[config.mk]
export PLATFORM = sky130hd
export DESIGN_NAME = phy_tx_serializer_flat
export DESIGN_NICKNAME = d
export VERILOG_FILES = /design/src/rtl/phy_tx_serializer_if.sv /design/src/rtl/phy_tx_serializer.sv /design/src/flat_wrapper.sv
export SDC_FILE = /design/constraint.sdc
export NUM_CORES = 1
export LEC_CHECK = 0
export CAP_MARGIN = 15
export CORE_MARGIN = 2
export CORE_UTILIZATION = 43
export CTS_BUF_LIST = sky130_fd_sc_hd__clkbuf_4 sky130_fd_sc_hd__clkbuf_8
export CTS_CLUSTER_DIAMETER = 200
export DETAILED_ROUTE_END_ITERATION = 6
export GPL_TIMING_DRIVEN = 0
export PLACE_DENSITY = 0.65
export SYNTH_ARGS = -nofsm -noshare
export SYNTH_HDL_FRONTEND = slang
export SYNTH_SLANG_ARGS = --single-unit
[constraint.sdc]
create_clock -name clk_32f -period 4 [get_ports clk_32f]
set_clock_uncertainty 0.2 [all_clocks]
set_input_delay 0.8 -clock clk_32f [delete_from_list [all_inputs] [get_ports clk_32f]]
set_output_delay 0.8 -clock clk_32f [all_outputs]
set_load 0.03 [all_outputs]
[src/rtl/phy_tx_serializer_if.sv]
// Lane-side bus of the transmit serializer: four data bytes with valids, enable and the sample strobe.
// No latency of its own; the serializer samples the lanes in the single cycle in_ready is high.
// The producer holds lanes stable until in_ready; lanes not sampled are simply not consumed.
interface phy_tx_serializer_if;
  logic       tx_enable;
  logic [7:0] in0;
  logic [7:0] in1;
  logic [7:0] in2;
  logic [7:0] in3;
  logic       valid_in0;
  logic       valid_in1;
  logic       valid_in2;
  logic       valid_in3;
  logic       in_ready;

  modport master (
    output tx_enable, in0, in1, in2, in3,
    output valid_in0, valid_in1, valid_in2, valid_in3,
    input  in_ready
  );

  modport slave (
    input  tx_enable, in0, in1, in2, in3,
    input  valid_in0, valid_in1, valid_in2, valid_in3,
    output in_ready
  );
endinterface

[src/rtl/phy_tx_serializer.sv]
// Byte-interleaves four lanes into a 32-bit frame and shifts it out MSB-first, COM-filling empty slots.
// Latency: a lane sampled with in_ready starts driving on the next cycle; lane3 bit0 leaves 32 cycles later.
// Backpressure: in_ready pulses once per frame only when synced and tx_enable; otherwise all-COM frames go out.
module phy_tx_serializer #(
  parameter logic [7:0]  COM_CHAR    = 8'hBC,
  parameter int unsigned SYNC_FRAMES = 2
) (
  input  logic                  clk_32f,
  input  logic                  reset_L,
  phy_tx_serializer_if.slave    lanes,
  output logic                  serial_out,
  output logic                  tx_active,
  output logic                  synced
);

  typedef enum logic {SYNC, ACTIVE} state_t;

  localparam logic [3:0] SYNC_TARGET = 4'(SYNC_FRAMES);

  state_t      state;
  state_t      state_nxt;
  logic [4:0]  frame_cnt;
  logic [31:0] frame_buf;
  logic [3:0]  sync_cnt;
  logic        frame_end;
  logic [4:0]  bit_sel;
  logic [3:0]  lane_take;
  logic [31:0] new_frame;

  assign frame_end = (frame_cnt == 5'd31);
  // Next bit to present: frame_buf[31-(k+1)] while a frame is in flight.
  assign bit_sel   = 5'd30 - frame_cnt;

  // Per-lane capture decision and the frame to load at the boundary; empty slots carry COM.
  always_comb begin
    lane_take = {lanes.in_ready & lanes.valid_in0,
                 lanes.in_ready & lanes.valid_in1,
                 lanes.in_ready & lanes.valid_in2,
                 lanes.in_ready & lanes.valid_in3};
    new_frame = {4{COM_CHAR}};
    if (lane_take[3]) new_frame[31:24] = lanes.in0;
    if (lane_take[2]) new_frame[23:16] = lanes.in1;
    if (lane_take[1]) new_frame[15:8]  = lanes.in2;
    if (lane_take[0]) new_frame[7:0]   = lanes.in3;
  end

  // Free-running bit position within the frame; the 31->0 wrap is the only frame boundary.
  always_ff @(posedge clk_32f or negedge reset_L) begin
    if (!reset_L) begin
      frame_cnt <= 5'd0;
    end else begin
      frame_cnt <= frame_cnt + 5'd1;
    end
  end

  // Frame buffer, serial line and activity flag; the first bit of a new frame is loaded with the frame.
  always_ff @(posedge clk_32f or negedge reset_L) begin
    if (!reset_L) begin
      frame_buf  <= {4{COM_CHAR}};
      serial_out <= COM_CHAR[7];
      tx_active  <= 1'b0;
    end else if (frame_end) begin
      frame_buf  <= new_frame;
      serial_out <= new_frame[31];
      tx_active  <= |lane_take;
    end else begin
      serial_out <= frame_buf[bit_sel];
    end
  end

  // Count COM frames sent during sync; frozen once active so it can never wrap.
  always_ff @(posedge clk_32f or negedge reset_L) begin
    if (!reset_L) begin
      sync_cnt <= 4'd0;
    end else if ((state == SYNC) && frame_end) begin
      sync_cnt <= sync_cnt + 4'd1;
    end
  end

  // FSM state register.
  always_ff @(posedge clk_32f or negedge reset_L) begin
    if (!reset_L) begin
      state <= SYNC;
    end else begin
      state <= state_nxt;
    end
  end

  // FSM next state: leave SYNC on the boundary that completes the last sync frame; ACTIVE is sticky.
  always_comb begin
    state_nxt = state;
    if ((state == SYNC) && frame_end && ((sync_cnt + 4'd1) == SYNC_TARGET)) begin
      state_nxt = ACTIVE;
    end
  end

  // FSM outputs: sync status and the once-per-frame sample strobe.
  always_comb begin
    synced         = (state == ACTIVE);
    lanes.in_ready = frame_end && (state == ACTIVE) && lanes.tx_enable;
  end

endmodule

[src/flat_wrapper.sv]
// flat-port wrapper written by rule: the top's interface ports become plain ports
module phy_tx_serializer_flat 
#(
  parameter logic [7:0]  COM_CHAR    = 8'hBC,
  parameter int unsigned SYNC_FRAMES = 2
)
  (clk_32f, reset_L, serial_out, tx_active, synced, lanes_tx_enable, lanes_in0, lanes_in1, lanes_in2, lanes_in3, lanes_valid_in0, lanes_valid_in1, lanes_valid_in2, lanes_valid_in3, lanes_in_ready);
  phy_tx_serializer_if lanes_i ();
  input  logic clk_32f;
  input  logic reset_L;
  output logic serial_out;
  output logic tx_active;
  output logic synced;
  input wire logic [$bits(lanes_i.tx_enable)-1:0] lanes_tx_enable;
  input wire logic [$bits(lanes_i.in0)-1:0] lanes_in0;
  input wire logic [$bits(lanes_i.in1)-1:0] lanes_in1;
  input wire logic [$bits(lanes_i.in2)-1:0] lanes_in2;
  input wire logic [$bits(lanes_i.in3)-1:0] lanes_in3;
  input wire logic [$bits(lanes_i.valid_in0)-1:0] lanes_valid_in0;
  input wire logic [$bits(lanes_i.valid_in1)-1:0] lanes_valid_in1;
  input wire logic [$bits(lanes_i.valid_in2)-1:0] lanes_valid_in2;
  input wire logic [$bits(lanes_i.valid_in3)-1:0] lanes_valid_in3;
  output wire logic [$bits(lanes_i.in_ready)-1:0] lanes_in_ready;
  assign lanes_i.tx_enable = lanes_tx_enable;
  assign lanes_i.in0 = lanes_in0;
  assign lanes_i.in1 = lanes_in1;
  assign lanes_i.in2 = lanes_in2;
  assign lanes_i.in3 = lanes_in3;
  assign lanes_i.valid_in0 = lanes_valid_in0;
  assign lanes_i.valid_in1 = lanes_valid_in1;
  assign lanes_i.valid_in2 = lanes_valid_in2;
  assign lanes_i.valid_in3 = lanes_valid_in3;
  assign lanes_in_ready = lanes_i.in_ready;
  phy_tx_serializer #(.COM_CHAR(COM_CHAR), .SYNC_FRAMES(SYNC_FRAMES)) u_core (.clk_32f(clk_32f), .reset_L(reset_L), .lanes(lanes_i), .serial_out(serial_out), .tx_active(tx_active), .synced(synced));
endmodule
======== Word-level counts from Yosys, hierarchy flattened ========
Cells that the tools add are included.
operators by class
  multiplexer cells ....................... 7
  reduce and logical (&&, ||, !) cells .... 5
  divide/modulo/power cells ............... 0
  shift operators ......................... 0
  bitwise gates (word level) .............. 5
  add/sub/neg operators ................... 3
  multipliers ............................. 0
  equal/unequal tests ..................... 2
  $lt $le $gt $ge ......................... 1
operators with widths
  cell                                                         number
  2-to-1 mux 8 bit                                             4
  less-than comparator 5 x 6 -> 1 bit (second input constant)  1
  adder 5 x 1 -> 5 bit (second input constant)                 1
  binary-select mux 1 bit (select 5 bit)                       1
  equality test 5 bit (second input constant)                  1
  subtractor 5 bit (first input constant)                      1
  adder 4 x 1 -> 4 bit (second input constant)                 1
  AND 1 bit                                                    4
  equality test 4 x 2 -> 1 bit (second input constant)         1
  logical AND 1 bit                                            4
  OR reduction 4 bit                                           1
  2-to-1 mux 1 bit                                             2
  NOT 1 bit                                                    1
word-level totals
  logic and storage cells ................. 29
  output and inout bits ................... 4
  memory bits (read-only) ................. 0
  memories ................................ 0
  latch bits .............................. 0
  bits in writable memories ............... 0
  flip-flop bits (word level) ............. 44
  input bits .............................. 39

======== Depth between registers and ports, before layout ========
  depth in word-level cells ............... 6
  gate-level depth with buffers ........... 8
  gate-level depth less buffers ........... 7

======== Least setup slack after synthesis ========
Ideal clock, no wire load.
  kind .................................... register -> output
  start ................................... register u_core.frame_cnt[0]
  end ..................................... output port lanes_in_ready
  data required time ...................... 3.000 ns
  path buffers ............................ 1
  data arrival time ....................... 1.554 ns
  stages on the path, launching flop included .. 6
  setup slack ............................. 1.446 ns
  path through ............................ dfrtp_1 -> ha_1 -> and3_1 -> ha_1 -> and3_1 -> buf_1
on the way
  cells in the longest elaborated chain, start to end .. 3
RTL lines
  element                          line                      text
  start, declared                  phy_tx_serializer.sv:22   logic [4:0] frame_cnt;
  start signal, assigned           phy_tx_serializer.sv:52   frame_cnt <= frame_cnt + 5'd1;
  equality test 5 bit              phy_tx_serializer.sv:30   assign frame_end = (frame_cnt == 5'd31);
  logical AND 1 bit (2 in series)  phy_tx_serializer.sv:100  lanes.in_ready = frame_end && (state == ACTIVE) && lanes.tx_enable;
  end, declared                    flat_wrapper.sv:23        output wire logic [$bits(lanes_i.in_ready)-1:0] lanes_in_ready;
No other way between the ends.

======== Worst setup path in the final report ========
  start ................................... input port lanes_tx_enable
  end ..................................... output port lanes_in_ready
on the way
  cells in the longest elaborated chain, start to end .. 1
RTL lines
  element            line                      text
  start, declared    flat_wrapper.sv:14        input wire logic [$bits(lanes_i.tx_enable)-1:0] lanes_tx_enable;
  logical AND 1 bit  phy_tx_serializer.sv:100
No other way between the ends.

==> reports/metrics.yaml <==
overflow: 0
postCtsHoldBufs: 0
fin_cells: 244
layout_common_cells: "clkdlybuf4s50_1 (41), dfrtp_1 (23), dfstp_2 (21)"
crit_path_end_kind: "output port"
crit_type: "primary input to output port"
slew_headroom: 0.569
setup_tns_ns: 0
synth_top_family_by_area: "compound AO/OA/AOI/OAI gates"
clk_pin_slew_ns: 0.08
async_flop_share: 1.00
drive_above_1_share: 0.208
cts.htree.levels: 2
synth_edf_count: 0
syn_area_mm2: 0.00202
yosysSeqAreaShare: 0.558
wl_per_cell_um: 18.1
place_inst: 236
synthesis.nets: 185
hold_violations: 0
tightest_slew_ns: 0.630
root_buffer: "clkbuf_8"
dr.pass1.iters: 4
crit_fanout: 10
synth_area_per_cell_um2: 14.3
drt.antenna.violating_nets: 0
antenna_cells: 0
fmax_mhz: 264
io_pins: 43
post_cts_buffers: 0
ys_types: 34
hold_path.class: "primary input to asynchronous set/reset pin"
synth_compound_area_frac: 0.167
setup_viol: 0
layout_commonest_cell: "clkdlybuf4s50_1"
fill_cells: 359
period_needed_ns: 3.79
die_h_um: 72.6
die_width_um: 72.6
cts_resized: 0
powerDensity_mw_per_mm2: 318
start_util: 0.455
antenna_found_initial: 0
ys.warnings.count: 0
synthXorXnorAreaFrac: 0.0471
rsz0062_at_grt: "no"
place_congestion: 0.867
synth_ff_type: "dfrtp_1"
clockBufferDepth: 2
portBuffers: 42
area_growth_pct: 30.3
grt_usage: 0.189
multi_input_area_um2: 845
rows: 24
yosys-mux-area-fraction: 0.113
grt_pass1_vias: 1565
drt_iter0_markers: 71
status: "finished clean"
vias: 1445
cts_tree: "done"
p_leak_nw: 1.09
dp_hpwl_mm: 3.28
cts_sinks: 44
core_mm2: 0.00444
routed_wl_mm: 4.41
insertion_delay_ns: 0.29
synthCells: 141
post_drt_via_cell_ratio: 5.92
cp.required_ns: 3.00
dieArea_mm2: 0.00526
peakVddDrop_v: 0.000137
seqCellArea_mm2: 0.00113
drv_cap: 0
drv_slew: 0
layout_worst_path_cycle_share: 0.947
grt_pass1_wl_mm: 7.57
yosys.area_share.simple: 0.0607
drc: 0
ys_seq_elements: 44
critPathLaunchType: "primary input"
numCtsBuffers: 5
nets: 235
crit_arrival_ns: 2.79
synth-adder-area-share: 0.0310
grt_max_degree: 42
-- stage by stage --
step	instance area (um^2)	util	power (mW)	setup WS, ns	hold WS, ns
2_1_floorplan	2020	-	0.455	1.45	0.258
5_1_grt	2630	0.592	0.866	0.0680	0.301
6_report	2630	0.592	0.838	0.211	0.292
3_3_place_gp	2510	0.564	0.502	0.223	0.271
4_1_cts	2630	0.592	0.842	0.203	0.287
3_5_place_dp	2520	0.567	0.505	0.204	0.275
-- critical path: stages --
cell and delay, ns:
clkdlybuf4s50_1 0.50, and3_1 0.31, buf_1 0.41, clkdlybuf4s50_1 0.77
-- cells in the mapped netlist, drive strengths merged, types with 2 or more instances --
cell    instances  area [um^2]
nand4           2         12.5
xor2            5         51.3
a32o            9         90.1
and3            3         18.8
buf             3         18.8
nand3           2         10.0
mux2            2         22.5
xnor2           5         43.8
nor4            3         25.0
a41o            2         20.0
inv             4         15.0
mux4            8          195
o22a           19          166
nor2            4         15.0
clkbuf          4         15.0
nand2           4         15.0
ha              5         62.6
a22o            3         26.3
dfrtp          23          576
dfstp          21          552
-- layer usage --
layer,global-route usage,wire (um),vias up
li1,-,-,654
met2,0.307,2160,45
met4,0.0679,60,0
met5,0,0,-
met1,0.250,1960,739
met3,0.0403,226,7
-- cells by family after synthesis --
group / Yosys count
AND/OR/NAND/NOR: 22
AO/OA/AOI/OAI: 38
buffers and inverters: 11
multiplexers: 11
XOR/XNOR: 10
adder cells (fa/ha/maj): 5
flip-flops: 44
-- state kept, by name, indices dropped and copies added, names as in the netlist --
register and cells:
u_core.synced 1, u_core.serial_out 1, u_core.frame_buf 32, u_core.tx_active 1
u_core.frame_cnt 5, u_core.sync_cnt 4
-- power by group --
group	internal (mW)	switching [mW]	leakage, nW	total, mW
registers	0.446	0	0.529	0.446
logic	0.0348	0.0164	0.505	0.0512
clock network	0.192	0.149	0.0586	0.341
total	0.673	0.165	1.09	0.838
-- worst paths after layout --
check	start	to	slack [ns]	cells after the start
worst min-delay path	reset_L	u_core.frame_buf[11]$_DFFE_PN1N_	0.29	1
worst min register to register	u_core.frame_buf[30]$_DFFE_PN0N_	u_core.frame_buf[30]$_DFFE_PN0N_	0.29	1
max in group asynchronous	reset_L	u_core.frame_buf[31]$_DFFE_PN1N_	3.01	2
worst max-delay path	lanes_tx_enable	lanes_in_ready	0.21	4
min in group clk_32f	u_core.frame_buf[30]$_DFFE_PN0N_	u_core.frame_buf[30]$_DFFE_PN0N_	0.29	1
worst max register to register	u_core.frame_cnt[0]$_DFF_PN0_	u_core.serial_out$_DFF_PN1_	1.27	6
-- area by class of cell --
class	count	area share
Timing Repair Buffer	43	0.165
Multi-Input combinational cell	86	0.321
Clock inverter	2	0.0133
Clock buffer	6	0.0290
Buffer	7	0.0128
Inverter	4	0.00570
Tap cell	52	0.0247
Sequential cell	44	0.428
No activity file was read; power rests on OpenSTA's default activity.
